--- config.mk ---
export PLATFORM = sky130hd
export DESIGN_NAME = seven_segment_capture
export DESIGN_NICKNAME = d
export VERILOG_FILES = /design/src/rtl/seven_segment_pkg.sv /design/src/rtl/segment_to_bcd.sv /design/src/rtl/seven_segment_capture.sv
export SDC_FILE = /design/constraint.sdc
export NUM_CORES = 1
export LEC_CHECK = 0
export BUFFER_PORTS_ARGS = -buffer_cell sky130_fd_sc_hd__buf_2
export CORE_MARGIN = 5
export CORE_UTILIZATION = 65
export DETAILED_ROUTE_END_ITERATION = 10
export GPL_TIMING_DRIVEN = 0
export PLACE_DENSITY = 0.84
export RECOVER_POWER = 50
export SLEW_MARGIN = 20
export SYNTH_ARGS = -nofsm -noshare
export SYNTH_HDL_FRONTEND = slang
export SYNTH_HIERARCHICAL = 1
export SYNTH_SLANG_ARGS = --single-unit
export TNS_END_PERCENT = 30
--- constraint.sdc ---
create_clock -name clk -period 8.3 [get_ports clk]
set_input_delay 2.075 -clock clk [delete_from_list [all_inputs] [get_ports clk]]
set_output_delay 2.075 -clock clk [all_outputs]
set_load 0.03 [all_outputs]
--- src/rtl/seven_segment_pkg.sv ---
// Shared constants and helpers for the seven-segment loop-back capture block:
// active-low digit patterns, enable codes, FSM/slot encodings and BCD conversion.
package seven_segment_pkg;

  localparam logic [6:0] SEG_0 = 7'b0000001;
  localparam logic [6:0] SEG_1 = 7'b1001111;
  localparam logic [6:0] SEG_2 = 7'b0010010;
  localparam logic [6:0] SEG_3 = 7'b0000110;
  localparam logic [6:0] SEG_4 = 7'b1001100;
  localparam logic [6:0] SEG_5 = 7'b0100100;
  localparam logic [6:0] SEG_6 = 7'b0100000;
  localparam logic [6:0] SEG_7 = 7'b0001111;
  localparam logic [6:0] SEG_8 = 7'b0000000;
  localparam logic [6:0] SEG_9 = 7'b0000100;

  localparam logic [2:0] EN_UNITS = 3'b110;
  localparam logic [2:0] EN_TENS  = 3'b101;
  localparam logic [2:0] EN_HUND  = 3'b011;
  localparam logic [2:0] EN_BLANK = 3'b111;

  typedef enum logic {
    ST_IDLE = 1'b0,
    ST_OPEN = 1'b1
  } state_e;

  typedef enum logic [1:0] {
    SLOT_NONE  = 2'd0,
    SLOT_UNITS = 2'd1,
    SLOT_TENS  = 2'd2,
    SLOT_HUND  = 2'd3
  } slot_e;

  // h*100 + t*10 + u using shifts only; max 999 fits in 10 bits
  function automatic logic [9:0] bcd_to_bin(input logic [11:0] bcd);
    logic [9:0] h;
    logic [9:0] t;
    logic [9:0] u;
    h = {6'd0, bcd[11:8]};
    t = {6'd0, bcd[7:4]};
    u = {6'd0, bcd[3:0]};
    return (h << 3'd6) + (h << 3'd5) + (h << 3'd2) + (t << 3'd3) + (t << 3'd1) + u;
  endfunction

endpackage

--- src/rtl/segment_to_bcd.sv ---
// Combinational inverse of the display's BCD-to-segment table; flags
// any pattern that is not one of the ten digit glyphs.
module segment_to_bcd
  import seven_segment_pkg::*;
(
  input  logic [6:0] seg_i,
  output logic [3:0] digit_o,
  output logic       legal_o
);

  // Pattern lookup; unknown glyphs report digit 0 and clear legal
  always_comb begin
    digit_o = 4'd0;
    legal_o = 1'b1;
    case (seg_i)
      SEG_0:   digit_o = 4'd0;
      SEG_1:   digit_o = 4'd1;
      SEG_2:   digit_o = 4'd2;
      SEG_3:   digit_o = 4'd3;
      SEG_4:   digit_o = 4'd4;
      SEG_5:   digit_o = 4'd5;
      SEG_6:   digit_o = 4'd6;
      SEG_7:   digit_o = 4'd7;
      SEG_8:   digit_o = 4'd8;
      SEG_9:   digit_o = 4'd9;
      default: legal_o = 1'b0;
    endcase
  end

endmodule

--- src/rtl/seven_segment_capture.sv ---
// Loop-back checker on a multiplexed 3-digit active-low seven-segment bus:
// filters the scanned slots, rebuilds each frame and publishes BCD + binary.
module seven_segment_capture
  import seven_segment_pkg::*;
#(
  parameter int SETTLE_CYCLES = 8,
  parameter int FRAME_TIMEOUT = 262144
) (
  input  logic        clk,
  input  logic        reset,
  input  logic [6:0]  seg_in,
  input  logic        dp_in,
  input  logic [2:0]  en_in,
  output logic [11:0] digits,
  output logic [9:0]  value,
  output logic        value_valid,
  output logic        frame_error,
  output logic        stale
);

  localparam int CNT_W   = $clog2(SETTLE_CYCLES);
  localparam int STALE_W = $clog2(FRAME_TIMEOUT + 1);
  localparam logic [CNT_W-1:0]   SETTLE_MAX = CNT_W'(SETTLE_CYCLES - 1);
  localparam logic [CNT_W-1:0]   SETTLE_HIT = CNT_W'(SETTLE_CYCLES - 2);
  localparam logic [STALE_W-1:0] STALE_MAX  = STALE_W'(FRAME_TIMEOUT);

  logic [10:0]        sync1_q, sync2_q, last_q;
  logic [CNT_W-1:0]   settle_q, settle_d;
  logic               change_s, sample_s;
  logic [2:0]         en_s;
  logic [3:0]         digit_s;
  logic               legal_s;

  logic               slot_vld_q, slot_vld_d;
  slot_e              slot_kind_q, slot_kind_d;
  logic               slot_bad_q, slot_bad_d;
  logic [3:0]         slot_digit_q;

  state_e             state_q, state_d;
  logic [3:0]         units_q, units_d, tens_q, tens_d, hund_q, hund_d;
  logic               tens_seen_q, tens_seen_d, hund_seen_q, hund_seen_d;
  logic               bad_q, bad_d;
  logic [11:0]        digits_q, digits_d;
  logic [9:0]         value_q, value_d;
  logic               valid_q, valid_d, ferr_q, ferr_d, stale_q, stale_d;
  logic [STALE_W-1:0] stale_cnt_q, stale_cnt_d;

  // sync1 differing from sync2 means sync2 is about to change this edge
  assign change_s = (sync1_q != sync2_q);
  // re-sampling the value already taken would turn a glitch into a duplicate slot
  assign sample_s = !change_s && (settle_q == SETTLE_HIT) && (sync2_q != last_q);
  assign en_s     = sync2_q[10:8];

  segment_to_bcd u_decode (
    .seg_i   (sync2_q[7:1]),
    .digit_o (digit_s),
    .legal_o (legal_s)
  );

  // Settle counter saturates so each stable period yields at most one sample
  always_comb begin
    if (change_s) begin
      settle_d = '0;
    end else if (settle_q == SETTLE_MAX) begin
      settle_d = settle_q;
    end else begin
      settle_d = settle_q + CNT_W'(1);
    end
  end

  // Slot classification from the stable synchronized bus
  always_comb begin
    slot_vld_d  = sample_s && (en_s != EN_BLANK);
    slot_kind_d = SLOT_NONE;
    case (en_s)
      EN_UNITS: slot_kind_d = SLOT_UNITS;
      EN_TENS:  slot_kind_d = SLOT_TENS;
      EN_HUND:  slot_kind_d = SLOT_HUND;
      default:  slot_kind_d = SLOT_NONE;
    endcase
    slot_bad_d = (slot_kind_d == SLOT_NONE) || !legal_s || !sync2_q[0];
  end

  // Input synchronizer, stability filter and slot capture
  always_ff @(posedge clk or negedge reset) begin
    if (!reset) begin
      sync1_q      <= '1;
      sync2_q      <= '1;
      last_q       <= '1;
      settle_q     <= '0;
      slot_vld_q   <= 1'b0;
      slot_kind_q  <= SLOT_NONE;
      slot_bad_q   <= 1'b0;
      slot_digit_q <= 4'd0;
    end else begin
      sync1_q      <= {en_in, seg_in, dp_in};
      sync2_q      <= sync1_q;
      last_q       <= sample_s ? sync2_q : last_q;
      settle_q     <= settle_d;
      slot_vld_q   <= slot_vld_d;
      slot_kind_q  <= slot_kind_d;
      slot_bad_q   <= slot_bad_d;
      slot_digit_q <= digit_s;
    end
  end

  // Frame assembly FSM, publish/discard decision and staleness tracking
  always_comb begin
    state_d     = state_q;
    units_d     = units_q;
    tens_d      = tens_q;
    hund_d      = hund_q;
    tens_seen_d = tens_seen_q;
    hund_seen_d = hund_seen_q;
    bad_d       = bad_q;
    digits_d    = digits_q;
    value_d     = value_q;
    valid_d     = 1'b0;
    ferr_d      = 1'b0;
    if (slot_vld_q && (slot_kind_q == SLOT_UNITS)) begin
      if (state_q == ST_OPEN) begin
        if (bad_q) begin
          ferr_d = 1'b1;
        end else begin
          valid_d  = 1'b1;
          digits_d = {hund_q, tens_q, units_q};
          value_d  = bcd_to_bin({hund_q, tens_q, units_q});
        end
      end else begin
        ferr_d = 1'b0;
      end
      state_d     = ST_OPEN;
      units_d     = slot_digit_q;
      tens_d      = 4'd0;
      hund_d      = 4'd0;
      tens_seen_d = 1'b0;
      hund_seen_d = 1'b0;
      bad_d       = slot_bad_q;
    end else if (slot_vld_q && (state_q == ST_OPEN)) begin
      case (slot_kind_q)
        SLOT_TENS: begin
          tens_d      = slot_digit_q;
          tens_seen_d = 1'b1;
          bad_d       = bad_q | tens_seen_q | slot_bad_q;
        end
        SLOT_HUND: begin
          hund_d      = slot_digit_q;
          hund_seen_d = 1'b1;
          bad_d       = bad_q | !tens_seen_q | hund_seen_q | slot_bad_q;
        end
        default: bad_d = 1'b1;
      endcase
    end else begin
      state_d = state_q;
    end
    if (valid_d) begin
      stale_cnt_d = '0;
    end else if (stale_cnt_q == STALE_MAX) begin
      stale_cnt_d = stale_cnt_q;
    end else begin
      stale_cnt_d = stale_cnt_q + STALE_W'(1);
    end
    stale_d = !valid_d && (stale_cnt_d == STALE_MAX);
  end

  // Frame state and registered outputs
  always_ff @(posedge clk or negedge reset) begin
    if (!reset) begin
      state_q     <= ST_IDLE;
      units_q     <= 4'd0;
      tens_q      <= 4'd0;
      hund_q      <= 4'd0;
      tens_seen_q <= 1'b0;
      hund_seen_q <= 1'b0;
      bad_q       <= 1'b0;
      digits_q    <= 12'd0;
      value_q     <= 10'd0;
      valid_q     <= 1'b0;
      ferr_q      <= 1'b0;
      stale_q     <= 1'b0;
      stale_cnt_q <= '0;
    end else begin
      state_q     <= state_d;
      units_q     <= units_d;
      tens_q      <= tens_d;
      hund_q      <= hund_d;
      tens_seen_q <= tens_seen_d;
      hund_seen_q <= hund_seen_d;
      bad_q       <= bad_d;
      digits_q    <= digits_d;
      value_q     <= value_d;
      valid_q     <= valid_d;
      ferr_q      <= ferr_d;
      stale_q     <= stale_d;
      stale_cnt_q <= stale_cnt_d;
    end
  end

  assign digits      = digits_q;
  assign value       = value_q;
  assign value_valid = valid_q;
  assign frame_error = ferr_q;
  assign stale       = stale_q;

endmodule

Word level (Yosys, flattened, before mapping)
Cells that the tools add are included.
{ "op_classes": {"addsub": 7, "eq_ne": 23, "mux": 28, "bitwise_logic": 6, "reduce_logical": 22} }
{ "ops": {"columns": ["cell", "count"], "rows": [
  ["19-bit equality test, second input constant", 2],
  ["19-bit two-way mux", 2],
  ["4-bit case mux with 9 select lines", 1],
  ["4-bit two-way mux", 6],
  ["11-bit != test", 2],
  ["19-bit by 1-bit adder with 19-bit output, second input constant", 1],
  ["1-bit two-way mux", 15],
  ["7-bit by 3-bit equality test with 1-bit output, second input constant", 2],
  ["7-bit by 6-bit equality test with 1-bit output, second input constant", 2],
  ["7-bit equality test, second input constant", 2],
  ["3-bit equality test, second input constant", 4],
  ["10-bit by 4-bit adder with 10-bit output", 1],
  ["10-bit by 5-bit adder with 10-bit output", 1],
  ["10-bit by 6-bit adder with 10-bit output", 1],
  ["10-bit by 7-bit adder with 10-bit output", 1],
  ["10-bit by 9-bit adder with 10-bit output", 1],
  ["10-bit OR reduction", 1],
  ["7-bit by 1-bit equality test with 1-bit output, second input constant", 1],
  ["7-bit by 4-bit equality test with 1-bit output, second input constant", 1],
  ["7-bit by 5-bit equality test with 1-bit output, second input constant", 1],
  ["7-bit logical NOT", 1],
  ["1-bit logical AND", 6],
  ["3-bit two-way mux", 2],
  ["2-bit case mux with 3 select lines", 1],
  ["other kinds (15)", 28]
]} }
{ "word_totals": {"register_bits": 104, "input_bits": 13, "out_inout_bits": 25, "elab_cells": 107} }

Depth between registers and ports, before layout
Gate-level depths: netlist of the first run.
{ "depth": {"depth_word": 7, "mapped_depth": 13, "ltp_nobuf": 13} }

By module
The synthesis of the first run kept the hierarchy.
{ "by_module_without_submodules": {"columns": ["mod", "instances", "cells_each", "area_each_um2", "seq_area_each_um2"], "rows": [
  ["seven_segment_capture", 1, 457, 5033.6, 2618.8],
  ["segment_to_bcd", 1, 24, 182.7, 0.0]
]} }

Least setup slack after synthesis of the first run
Ideal clock, no wire load.
{ "synth_timing": {"path_type": "reg-to-reg", "from": "reg tens_q[0]", "to": "reg value_q[9], in the netlist value[9]", "setup_ns": 0.131, "arrival_ns": 2.668, "t_required_ns": 8.169, "setup_slack_ns": 5.500, "path_stages_with_launch": 14, "path_buffers": 0, "synth_period_minus_slack_ns": 2.800, "path_cell_list": "dfrtp_1 inv_1 fa_1 inv_1 fa_1 ha_1 inv_1 fa_1 inv_1 a21oi_1 o21bai_1 a31oi_1 xnor2_1 o21ai_1"} }
{ "synth_via": {"elab_chain_cells": 3} }
{ "synth_rtl": {"columns": ["element", "line", "source"], "rows": [
  ["start, declared", "seven_segment_capture.sv:40", "logic [3:0] units_q, units_d, tens_q, tens_d, hund_q, hund_d;"],
  ["start signal, assigned", "seven_segment_capture.sv:185", "tens_q <= tens_d;"],
  ["10-bit by 7-bit adder with 10-bit output", "seven_segment_pkg.sv:41", "return (h << 3'd6) + (h << 3'd5) + (h << 3'd2) + (t << 3'd3) + (t << 3'd1) + u;"],
  ["10-bit by 5-bit adder with 10-bit output *", "seven_segment_pkg.sv:41", null],
  ["10-bit by 4-bit adder with 10-bit output *", "seven_segment_pkg.sv:41", null],
  ["end signal, assigned", "seven_segment_capture.sv:191", "value_q <= value_d;"],
  ["end, declared", "seven_segment_capture.sv:44", "logic [9:0] value_q, value_d;"]
]} }
Every way passes the cells marked *; elsewhere a longest branch is shown, timed or not.
A chain may end at the register's enable or synchronous reset.

==> flow_metrics.py, run 1 <==
metrics = {
    "finish": {
        "fin_nets": 570,
        "fin_cells": 637,
        "fin_util_pct": 73.4,
        "fillers": 540,
        "area_growth_pct": 9.33,
        "drive_gt1_share_pct": 20.7,
        "diodes": 0,
    },
    "route": {
        "post_drt_wl_per_cell_um": 14.9,
        "routed_wl_mm": 9.47,
        "drt_iter0_markers": 119,
        "drc": 0,
        "ant_nets": 0,
        "num_vias": 3510,
        "vias_per_cell": 5.51,
        "firstDrtPassIters": 4,
    },
    "timing": {
        "finalSetupTns_ns": 0,
        "clock_skew_ns": 0.0107,
        "hold_viol_final": 0,
        "min_period_ns": 4.11,
        "fin_ws_ns": 4.19,
        "worst_pin_slew_ns": 2.74,
        "drv_slew": 52,
        "max_slew_margin_pct": -82.5,
        "setup_violations": 0,
        "fmax_mhz": 244,
        "rsz0062_at_grt": "no",
        "period_share_pct": 49.5,
    },
    "setup_path": {
        "cp_cell_sequence": "clkbuf_1",
        "cpMaxStageDelayCell": "clkbuf_1",
        "crit_required_ns": 8.20,
        "crit_path_max_incr_delay_ns": 1.90,
        "crit_path_start_kind": "primary input",
        "arrival_ns": 4.00,
        "critPathCaptureType": "asynchronous set/reset pin",
        "critPathBufInv": 1,
        "crit_fanout": 52,
        "cp_top_family": "buffers and inverters",
        "path_class": "primary input to asynchronous set/reset pin",
    },
    "synth": {
        "yosys-mux-area-fraction_pct": 4.73,
        "avgSynthCellArea_um2": 10.8,
        "synth_nets": 521,
        "synth-compound-area-share_pct": 8.97,
        "netlist_area_um2": 5220,
        "synthSimpleGateAreaFrac_pct": 16.4,
        "synth_ff_type": "dfrtp_1",
        "yosysSeqAreaShare_pct": 50.2,
        "synth-warning-count": 6,
        "synth-seq-cells": 103,
        "synthAdderAreaFrac_pct": 7.48,
        "async_reset_ff_share_pct": 100,
        "synthXorXnorAreaFrac_pct": 8.06,
        "synth_edf_count": 0,
        "synth_cells": 481,
        "synth_cell_types": 63,
        "synth_top_family_by_area": "simple AND/OR/NAND/NOR gates",
    },
    "placed_design": {
        "place_congestion": 0.922,
        "dp_cells": 621,
        "place_ws_ns": 5.28,
        "portBuffers": 37,
        "dp_hpwl_mm": 6.92,
    },
    "clock_network": {
        "cts_setup_buffers": 0,
        "clk_latency_ns": 0.37,
        "clkTransAtPathRegs_ns": 0.09,
        "postCtsResizedCells": 0,
        "cts_tree": "yes",
        "clock_path_buffers": 2,
        "cts_sinks": 103,
        "ctsHoldBuffers": 0,
        "cts_buffers": 9,
        "htreeDepth": 3,
        "root_buffer": "clkbuf_8",
    },
    "pwr": {
        "irDropWorstVdd_mv": 0.119,
        "power.leakage_nw": 2.78,
        "power_w": 0.000852,
        "powerDensity_nw_per_um2": 149,
    },
    "status": {
        "status": "complete, but fails checks",
        "violations": "max-capacitance violations, max-slew violations",
    },
    "floorplan": {
        "initial_core_util_pct": 67.2,
        "fp.dieArea_um2": 9920,
        "num_rows": 32,
        "core_um2": 7770,
        "die_w_um": 99.6,
        "die_h_um": 99.6,
        "num_io_pins": 38,
    },
    "grt": {
        "grt_pass1_wl_mm": 16.3,
        "antenna_found_initial": 0,
        "grt_max_degree": 53,
        "first_global_vias": 3480,
        "gr-usage-all-layers_pct": 20.5,
        "grt-ovfl-total": 0,
    },
    "min_path": {
        "hold_class": "flop to flop",
    },
    "run": {
        "cap_violations": 1,
    },
}
==> per-layer routing <==
layer / global-route usage (%) / part of all wire, % / vias to the layer above
li1: - / - / 1736
met1: 26.5 / 44 / 1680
met2: 34.7 / 50 / 79
met5: 0 / 0 / -
met3: 4.63 / 4.6 / 15
met4: 5.99 / 1.3 / 0
==> cell type report <==
class                   instances  area [µm²]  area share, %
inverters                      32         121           2.13
plain buffers                  16        82.6           1.45
clock buffers                  12         156           2.74
flip-flops and latches        103        2620           45.9
repair buffers                 38         211           3.71
multi-input cells             330        2360           41.3
well taps                     102         128           2.24
clock inverters                 4        27.5          0.483
==> Yosys cell counts, types with 4 or more instances <==
master	count	area share (%)
nand2_1	54	3.9
clkbuf_1	8	0.58
a31oi_1	4	0.48
buf_2	5	0.48
o21ai_1	18	1.7
dfstp_2	33	17
dfrtp_1	70	34
xor2_1	34	5.7
ha_1	20	4.8
xnor2_1	14	2.4
fa_1	7	2.7
and2_1	4	0.48
mux2i_1	4	0.77
nand3_1	13	1.2
nor3_1	6	0.58
inv_1	30	2.2
and3_1	7	0.84
mux2_4	10	2.9
a21oi_1	13	1.2
o21ai_0	21	2.0
or3_1	5	0.60
nor4_1	5	0.60
nor2_1	35	2.5
a22oi_1	5	0.72
==> cells in the final DEF, fill, tap and decap left out, drive strengths merged, types with 4 or more instances in the layout <==
master   n
xnor2   14
xor2    34
or3      6
mux2    15
and2     4
buf     43
nand2   55
nand3   13
dfrtp   70
a22oi    5
nor3     8
nor2b    4
dfstp   33
a21oi   14
a31oi    4
fa       7
and3     9
nor2    36
nor4     6
o21ai   39
clkbuf  23
ha      20
nand4    6
mux2i    4
inv     31
==> worst paths after layout <==
kind / startpoint / end / slack [ns] / cells past startpoint
min: sync1_q[0]$_DFF_PN1_ / sync2_q[0]$_DFF_PN1_ / 0.38 / 0
min in group asynchronous: reset / stale_cnt_q[13]$_DFF_PN0_ / 2.56 / 1
max reg2reg: tens_q[2]$_DFFE_PN0P_ / value[9]$_DFFE_PN0N_ / 5.26 / 13
max in group clk: digits[0]$_DFFE_PN0N_ / value[0] / 5.12 / 2
max: reset / slot_digit_q[2]$_DFF_PN0_ / 4.19 / 1
min reg2reg: sync1_q[0]$_DFF_PN1_ / sync2_q[0]$_DFF_PN1_ / 0.38 / 0
==> power by group <==
part           switching [W]  internal (W)
Sequential        0.00000863      0.000512
Clock               0.000170      0.000128
Combinational      0.0000211     0.0000126
Total               0.000199      0.000652
==> cells by family after synthesis <==
logic type | Yosys count
AO/OA/AOI/OAI | 78
flip-flops | 103
adder cells (fa/ha/maj) | 27
XOR/XNOR | 48
multiplexers | 19
AND/OR/NAND/NOR | 158
buffers and inverters | 48
==> sequential cells by signal, summed over array words and instances (netlist names) <==
register,cells
last_q,11
sync1_q,11
state_q,1
digits,12
stale,1
hund_q,4
units_q,4
frame_error,1
tens_seen_q,1
bad_q,1
settle_q,3
hund_seen_q,1
value,9
slot_kind_q,2
slot_vld_q,1
slot_bad_q,1
stale_cnt_q,19
sync2_q,11
value_valid,1
slot_digit_q,4
tens_q,4
==> metrics by stage <==
| stage | hold slack [ns] | area, µm² |
|---|---|---|
| final | 0.380 | 5700 |
| after global routing | 0.392 | 5700 |
| after CTS | 0.370 | 5750 |
| after detailed placement | 0.364 | 5560 |
| after global placement | 0.362 | 5530 |
| after floorplan | 0.360 | 5220 |
Note: power is estimated with default switching activity, not from simulation.
==> run 2, diff against run 1 <==
--- a/config.mk
+++ b/config.mk
@@ -5,12 +5,13 @@
 export SDC_FILE = /design/constraint.sdc
 export NUM_CORES = 1
 export LEC_CHECK = 0
+export ABC_AREA = 1
 export BUFFER_PORTS_ARGS = -buffer_cell sky130_fd_sc_hd__buf_2
 export CORE_MARGIN = 5
-export CORE_UTILIZATION = 65
+export CORE_UTILIZATION = 54
 export DETAILED_ROUTE_END_ITERATION = 10
 export GPL_TIMING_DRIVEN = 0
-export PLACE_DENSITY = 0.84
+export PLACE_DENSITY = 0.75
 export RECOVER_POWER = 50
 export SLEW_MARGIN = 20
 export SYNTH_ARGS = -nofsm -noshare
==> constraint.sdc (replaced) <==
create_clock -name clk -period 3.6 [get_ports clk]
set_input_delay 0.9 -clock clk [delete_from_list [all_inputs] [get_ports clk]]
set_output_delay 0.9 -clock clk [all_outputs]
set_load 0.03 [all_outputs]
==> run 2 against run 1 <==
  * The run still ends with max-capacitance violations, max-slew violations left
  * Clock power increased to 2.6 times the previous value
  * Critical endpoint is now value[9]$_DFFE_PN0N_
  * Register-to-register slack got worse by 4.7 ns
  * Worst hold slack improved by 0.00057 ns
  * Non-clock buffer count decreased by 5
  * Global-route usage decreased by 2.0 points
  * Clock skew decreased by 0.0019 ns
  * Sequential share of layout area decreased by 0.78 points
  * Die area increased by 18%
  * Count of clock-buffer cells in the layout decreased by 2
  * First-iteration DRC count increased by 36%
  * Sequential power increased by 130%
  * Cell count increased by 22%
==> flow_metrics.py, run 2 <==
metrics = {
    "status": {
        "status": "complete, but fails checks",
        "violations": "max-capacitance violations, max-slew violations",
    },
    "setup_path": {
        "crit_start": "tens_q[2]$_DFFE_PN0P_",
        "r2r_cells": 13,
        "path_class": "flop to flop",
        "crit_required_ns": 3.90,
        "r2r-start": "tens_q[2]$_DFFE_PN0P_",
        "crit_path_start_kind": "flop",
        "r2r-end": "value[9]$_DFFE_PN0N_",
        "critPathCaptureType": "flop",
        "worstSetupEndpoint": "value[9]$_DFFE_PN0N_",
        "crit_fanout": 3,
        "regToRegSetupSlack_ns": 0.58,
        "arrival_ns": 3.31,
    },
    "route": {
        "ant_nets": 0,
        "post_drt_wl_per_cell_um": 12.3,
        "drc": 0,
        "num_vias": 3904,
        "vias_per_cell": 5.01,
        "firstDrtPassIters": 4,
        "drt_iter0_markers": 162,
        "routed_wl_mm": 9.60,
    },
    "run": {
        "cap_violations": 1,
    },
    "pwr": {
        "seqPwrFrac_pct": 58.6,
        "switching_power_w": 0.000465,
        "powerDensity_nw_per_um2": 352,
        "p_int_w": 0.00158,
        "power.leakage_nw": 3.04,
        "combPwrFrac_pct": 3.7,
        "clkPwrFrac_pct": 37.8,
        "p_sw_share_pct": 22.7,
        "irDropWorstVdd_mv": 0.298,
    },
    "timing": {
        "clock_skew_ns": 0.00877,
        "fmax_mhz": 332,
        "max_slew_margin_pct": -51.6,
        "worst_pin_slew_ns": 2.27,
        "hold_viol_final": 0,
        "finalSetupTns_ns": 0,
        "drv_slew": 44,
        "fin_ws_ns": 0.585,
        "min_period_ns": 3.02,
        "rsz0062_at_grt": "no",
        "setup_violations": 0,
        "period_share_pct": 83.8,
    },
    "synth": {
        "netlist_area_um2": 5210,
        "yosys-top-cells-area": "dfrtp_1, dfstp_2, nand2_1",
        "synth-warning-count": 6,
        "synth_nets": 637,
        "synth_top_area_share_pct": 33.6,
        "synth_edf_count": 0,
        "synth_cells": 597,
        "synth_common_cells": "nand2_1, inv_1, dfrtp_1, nor2_1, nand3_1",
        "yosys.area.top_type": "dfrtp_1",
        "synth.most_common_cell": "nand2_1",
        "yosysSeqAreaShare_pct": 50.3,
        "async_reset_ff_share_pct": 100,
        "synth_cell_types": 36,
        "synth-seq-cells": 103,
        "synth_ff_type": "dfrtp_1",
        "avgSynthCellArea_um2": 8.72,
    },
    "finish": {
        "fillers": 780,
        "fin_cells": 780,
        "diodes": 0,
        "drive_gt1_share_pct": 16.6,
        "final_common_cell": "nand2_1",
        "largest_reg_flops": 19,
        "layout_common_cells": "nand2_1, inv_1, dfrtp_1",
        "regMostFlops": "stale_cnt_q",
        "fin_util_pct": 62.2,
        "area_growth_pct": 11.4,
        "fin_nets": 686,
    },
    "floorplan": {
        "die_h_um": 108,
        "num_rows": 35,
        "initial_core_util_pct": 55.8,
        "core_um2": 9330,
        "fp.dieArea_um2": 11700,
        "die_w_um": 108,
        "num_io_pins": 38,
    },
    "grt": {
        "grt_pass1_wl_mm": 17.1,
        "grtUsageMet2_pct": 32.1,
        "globalRouteMet1Util_pct": 22.4,
        "grt_use_met3_pct": 4.06,
        "gr-usage-all-layers_pct": 18.4,
        "grt-ovfl-total": 0,
        "grt_most_used_layer": "met2",
        "first_global_vias": 3946,
        "grt_max_degree": 61,
        "antenna_found_initial": 0,
    },
    "clock_network": {
        "clk_latency_ns": 0.37,
        "cts_sinks": 103,
        "cts_setup_buffers": 0,
        "cts_buffers": 9,
        "root_buffer": "clkbuf_8",
        "ctsHoldBuffers": 0,
        "clock_path_buffers": 2,
        "htreeDepth": 3,
        "clkTransAtPathRegs_ns": 0.10,
        "postCtsResizedCells": 0,
        "cts_tree": "yes",
    },
    "placed_design": {
        "dp_hpwl_mm": 7.51,
        "dp_cells": 764,
        "portBuffers": 37,
        "place_ws_ns": 0.567,
        "place_congestion": 0.869,
    },
    "min_path": {
        "hold_class": "flop to flop",
    },
}
==> run 2: cell count changes in the layout (fill, tap and decap cells not counted), sizes merged, moves of 5 or more <==
cell,previous run,this run
a22oi,5,0
and3,9,0
clkbuf,23,16
inv,31,94
mux2,15,0
nand2,55,136
nand3,13,48
nor2,36,72
o21ai,39,44
or3,6,0
xnor2,14,2
xor2,34,26
==> run 2: critical path, stage by stage, from the launching register on <==
cell	delay [ns]
dfrtp_1	0.35
inv_1	0.11
fa_1	0.50
inv_1	0.05
fa_1	0.50
ha_1	0.16
inv_1	0.05
fa_1	0.39
o21ai_0	0.29
nand2_1	0.11
nand2_1	0.07
a21oi_1	0.06
xor2_1	0.14
o21ai_0	0.14
==> run 2: cell type report <==
class	instances	area, µm²	area share (%)
sequential	103	2620	45.1
multi-input combinational	391	2180	37.5
inverter	92	345	5.95
timing repair buffer	38	211	3.64
tap	129	161	2.78
clock buffer	10	149	2.57
clock inverter	6	73.8	1.27
buffer	11	63.8	1.10
==> run 2: worst min-delay path by stage <==
| stage | start | to | slack, ns | cells after the start |
|---|---|---|---|---|
| global route | sync1_q[5]$_DFF_PN1_ | sync2_q[5]$_DFF_PN1_ | 0.39 | 0 |
| CTS | sync1_q[0]$_DFF_PN1_ | sync2_q[0]$_DFF_PN1_ | 0.38 | 0 |
| finish | sync1_q[0]$_DFF_PN1_ | sync2_q[0]$_DFF_PN1_ | 0.38 | 0 |
| floorplan | sync1_q[0]$_DFF_PN1_ | sync2_q[0]$_DFF_PN1_ | 0.36 | 0 |
| global placement | sync1_q[0]$_DFF_PN1_ | sync2_q[0]$_DFF_PN1_ | 0.36 | 0 |
| detailed placement | sync1_q[5]$_DFF_PN1_ | sync2_q[5]$_DFF_PN1_ | 0.36 | 0 |
==> run 2: layer usage <==
layer  vias up  share of wire, %
met5         -                 0
met1      1847                44
met2        78                50
met4         0               2.0
met3        17               4.0
li1       1962                 -
==> run 2: cells by family after synthesis <==
logic type	Yosys count	share of synthesized area (%)
AND/OR/NAND/NOR	276	23.3
buffers and inverters	103	7.86
flip-flops	103	50.3
AO/OA/AOI/OAI	59	6.15
XOR/XNOR	28	4.71
adder cells (fa/ha/maj)	27	7.50
multiplexers	1	0.192
==> run 2: metrics by stage <==
stage          area (µm²)  hold slack [ns]  power, W
4_1_cts              5810            0.376   0.00208
3_5_place_dp         5590            0.363   0.00130
5_1_grt              5800            0.394   0.00215
2_1_floorplan        5210            0.358   0.00125
6_report             5800            0.380   0.00204
3_3_place_gp         5550            0.360   0.00129
==> run 2: power groups by stage <==
stage / registers [W] / logic [W] / clock network [W]
after floorplan: 0.00122 / 0.0000383 / 0
after global placement: 0.00122 / 0.0000705 / 0
after detailed placement: 0.00122 / 0.0000783 / 0
after CTS: 0.00120 / 0.0000784 / 0.000800
after global routing: 0.00120 / 0.0000880 / 0.000858
final: 0.00120 / 0.0000753 / 0.000772
==> run 3, diff against run 2 <==
--- a/config.mk
+++ b/config.mk
@@ -8,10 +8,10 @@
 export ABC_AREA = 1
 export BUFFER_PORTS_ARGS = -buffer_cell sky130_fd_sc_hd__buf_2
 export CORE_MARGIN = 5
-export CORE_UTILIZATION = 54
+export CORE_UTILIZATION = 60
 export DETAILED_ROUTE_END_ITERATION = 10
 export GPL_TIMING_DRIVEN = 0
-export PLACE_DENSITY = 0.75
+export PLACE_DENSITY = 0.78
 export RECOVER_POWER = 50
 export SLEW_MARGIN = 20
 export SYNTH_ARGS = -nofsm -noshare
==> constraint.sdc (replaced) <==
create_clock -name clk -period 3.1 [get_ports clk]
set_input_delay 0.775 -clock clk [delete_from_list [all_inputs] [get_ports clk]]
set_output_delay 0.775 -clock clk [all_outputs]
set_load 0.03 [all_outputs]
==> run 3 against run 2 <==
  * The run still ends with max-capacitance violations, max-slew violations left
  * Maximum frequency is 5.4% higher
  * Worst hold slack better by 0.0028 ns
  * Cell area is 0.78% lower
  * Non-clock buffer count stayed put
  * Cell count is 2.7% lower
  * Count of clock-buffer cells in the layout is 1 higher
  * Power is 12% higher
  * Combinational power is 17% higher
  * Utilization is 4.8 points higher
  * Critical path depth stayed put
  * Largest cell class unchanged
  * Largest power group unchanged
==> flow_metrics.py, run 3 (synthesized netlist as in run 2, its figures left out) <==
metrics = {
    "grt": {
        "grt_max_degree": 60,
        "grt-ovfl-total": 0,
        "gr-usage-all-layers_pct": 20.3,
        "antenna_found_initial": 0,
        "first_global_vias": 3831,
        "grt_pass1_wl_mm": 17.0,
    },
    "setup_path": {
        "crit_path_start_kind": "flop",
        "cp_common_cell": "inv_1",
        "cpMaxStageDelayCell": "fa_1",
        "path_class": "flop to flop",
        "crit_required_ns": 3.39,
        "cp_cell_sequence": "inv_1 -> fa_1 -> inv_1 -> fa_1 -> ha_1 -> inv_1 -> fa_2 -> o21ai_2 -> nand2_1 -> nand2_1 -> a21oi_1 -> xor2_1 -> o21ai_0",
        "arrival_ns": 3.15,
        "crit_path_max_incr_delay_ns": 0.51,
        "crit_fanout": 3,
        "critPathCaptureType": "flop",
    },
    "floorplan": {
        "num_io_pins": 38,
        "die_w_um": 103,
        "fp.dieArea_um2": 10600,
        "core_um2": 8590,
        "num_rows": 34,
        "initial_core_util_pct": 60.6,
        "die_h_um": 103,
    },
    "timing": {
        "rsz0062_at_grt": "no",
        "finalSetupTns_ns": 0,
        "setup_violations": 0,
        "max_slew_margin_pct": -59.0,
        "min_period_ns": 2.86,
        "fmax_mhz": 350,
        "hold_viol_final": 0,
        "drv_slew": 45,
        "period_share_pct": 92.3,
        "worst_pin_slew_ns": 2.38,
        "clock_skew_ns": 0.00943,
    },
    "pwr": {
        "power_w": 0.00229,
        "powerDensity_nw_per_um2": 398,
        "irDropWorstVdd_mv": 0.306,
        "power.leakage_nw": 3.03,
    },
    "finish": {
        "diodes": 0,
        "fin_nets": 686,
        "largest_reg_flops": 19,
        "drive_gt1_share_pct": 17.1,
        "ff_latch_area_um2": 2620,
        "final_common_cell": "nand2_1",
        "fillers": 702,
        "fin_area_um2": 5760,
        "area_growth_pct": 10.6,
        "regMostFlops": "stale_cnt_q",
        "multi_input_area_um2": 2180,
        "layout_common_cells": "nand2_1, inv_1, dfrtp_1",
    },
    "route": {
        "num_vias": 3873,
        "vias_per_cell": 5.10,
        "firstDrtPassIters": 4,
        "drt_iter0_markers": 138,
        "ant_nets": 0,
        "routed_wl_mm": 9.83,
        "drc": 0,
        "post_drt_wl_per_cell_um": 13.0,
    },
    "clock_network": {
        "cts_sinks": 103,
        "clk_latency_ns": 0.37,
        "cts_tree": "yes",
        "clkTransAtPathRegs_ns": 0.10,
        "htreeDepth": 3,
        "root_buffer": "clkbuf_8",
        "ctsHoldBuffers": 0,
        "cts_buffers": 9,
        "cts_setup_buffers": 0,
        "clock_path_buffers": 2,
    },
    "placed_design": {
        "portBuffers": 37,
        "place_area_um2": 5560,
        "dp_hpwl_mm": 7.49,
        "place_congestion": 0.870,
    },
    "status": {
        "violations": "max-capacitance violations, max-slew violations",
        "status": "complete, but fails checks",
    },
    "run": {
        "cap_violations": 1,
    },
    "min_path": {
        "hold_class": "flop to flop",
    },
}
run 3: area by class of cell:
cell class	count	area share [%]
Clock buffer	11	2.63
Inverter	92	6.00
Multi-Input combinational cell	391	37.9
Clock inverter	5	0.804
Sequential cell	103	45.5
Timing Repair Buffer	38	3.67
Tap cell	108	2.35
Buffer	11	1.11
run 3: worst max-delay path, delay by kind of cell, from the launching register on:
kind / cells / cell delay (ns)
fa+ha+maj: 4 / 1.52
compound gates: 3 / 0.38
flops: 1 / 0.36
buf+inv: 3 / 0.21
simple gates: 2 / 0.15
xor+xnor: 1 / 0.15
run 3: through the flow:
| step | hold slack (ns) | setup WS [ns] | util [%] | instances |
|---|---|---|---|---|
| detailed placement | 0.362 | 0.0439 | 64.7 | 743 |
| global route | 0.392 | 0.0229 | 67.0 | 759 |
| finish | 0.383 | 0.239 | 67.0 | 759 |
| CTS | 0.317 | 0.0374 | 67.0 | 759 |
| global placement | 0.360 | 0.149 | 64.3 | 742 |
| floorplan | 0.358 | 0.343 | - | 597 |
run 3: where the power goes:
part           total (W)  switching (W)  internal, W
Sequential       0.00139      0.0000199      0.00137
Combinational  0.0000884      0.0000581    0.0000304
Clock           0.000811       0.000461     0.000350
run 3: worst paths after layout:
kind,to,from,slack (ns),depth (start not counted)
worst min register to register,sync2_q[9]$_DFF_PN1_,sync1_q[9]$_DFF_PN1_,0.38,0
min in group asynchronous,stale_cnt_q[17]$_DFF_PN0_,reset,1.12,1
worst max-delay path,value[9]$_DFFE_PN0N_,tens_q[2]$_DFFE_PN0P_,0.24,13
worst min-delay path,sync2_q[9]$_DFF_PN1_,sync1_q[9]$_DFF_PN1_,0.38,0
max in group asynchronous,value[2]$_DFFE_PN0N_,reset,0.62,1
worst max register to register,value[9]$_DFFE_PN0N_,tens_q[2]$_DFFE_PN0P_,0.24,13
run 3: metal layers:
metal  vias up  track usage, %  part of all wire (%)
met1      1801            24.7                    43
met3        26            4.87                   4.2
met4         0            7.67                   2.4
met2        82            35.0                    50
met5         -               0                     0
li1       1964               -                     -
run 3: timing repair:
item | in CTS | in global routing
endpoints found under the hold margin | 0 | 0
setup endpoints to repair | 0 | 1
gates resized for setup | 0 | 3
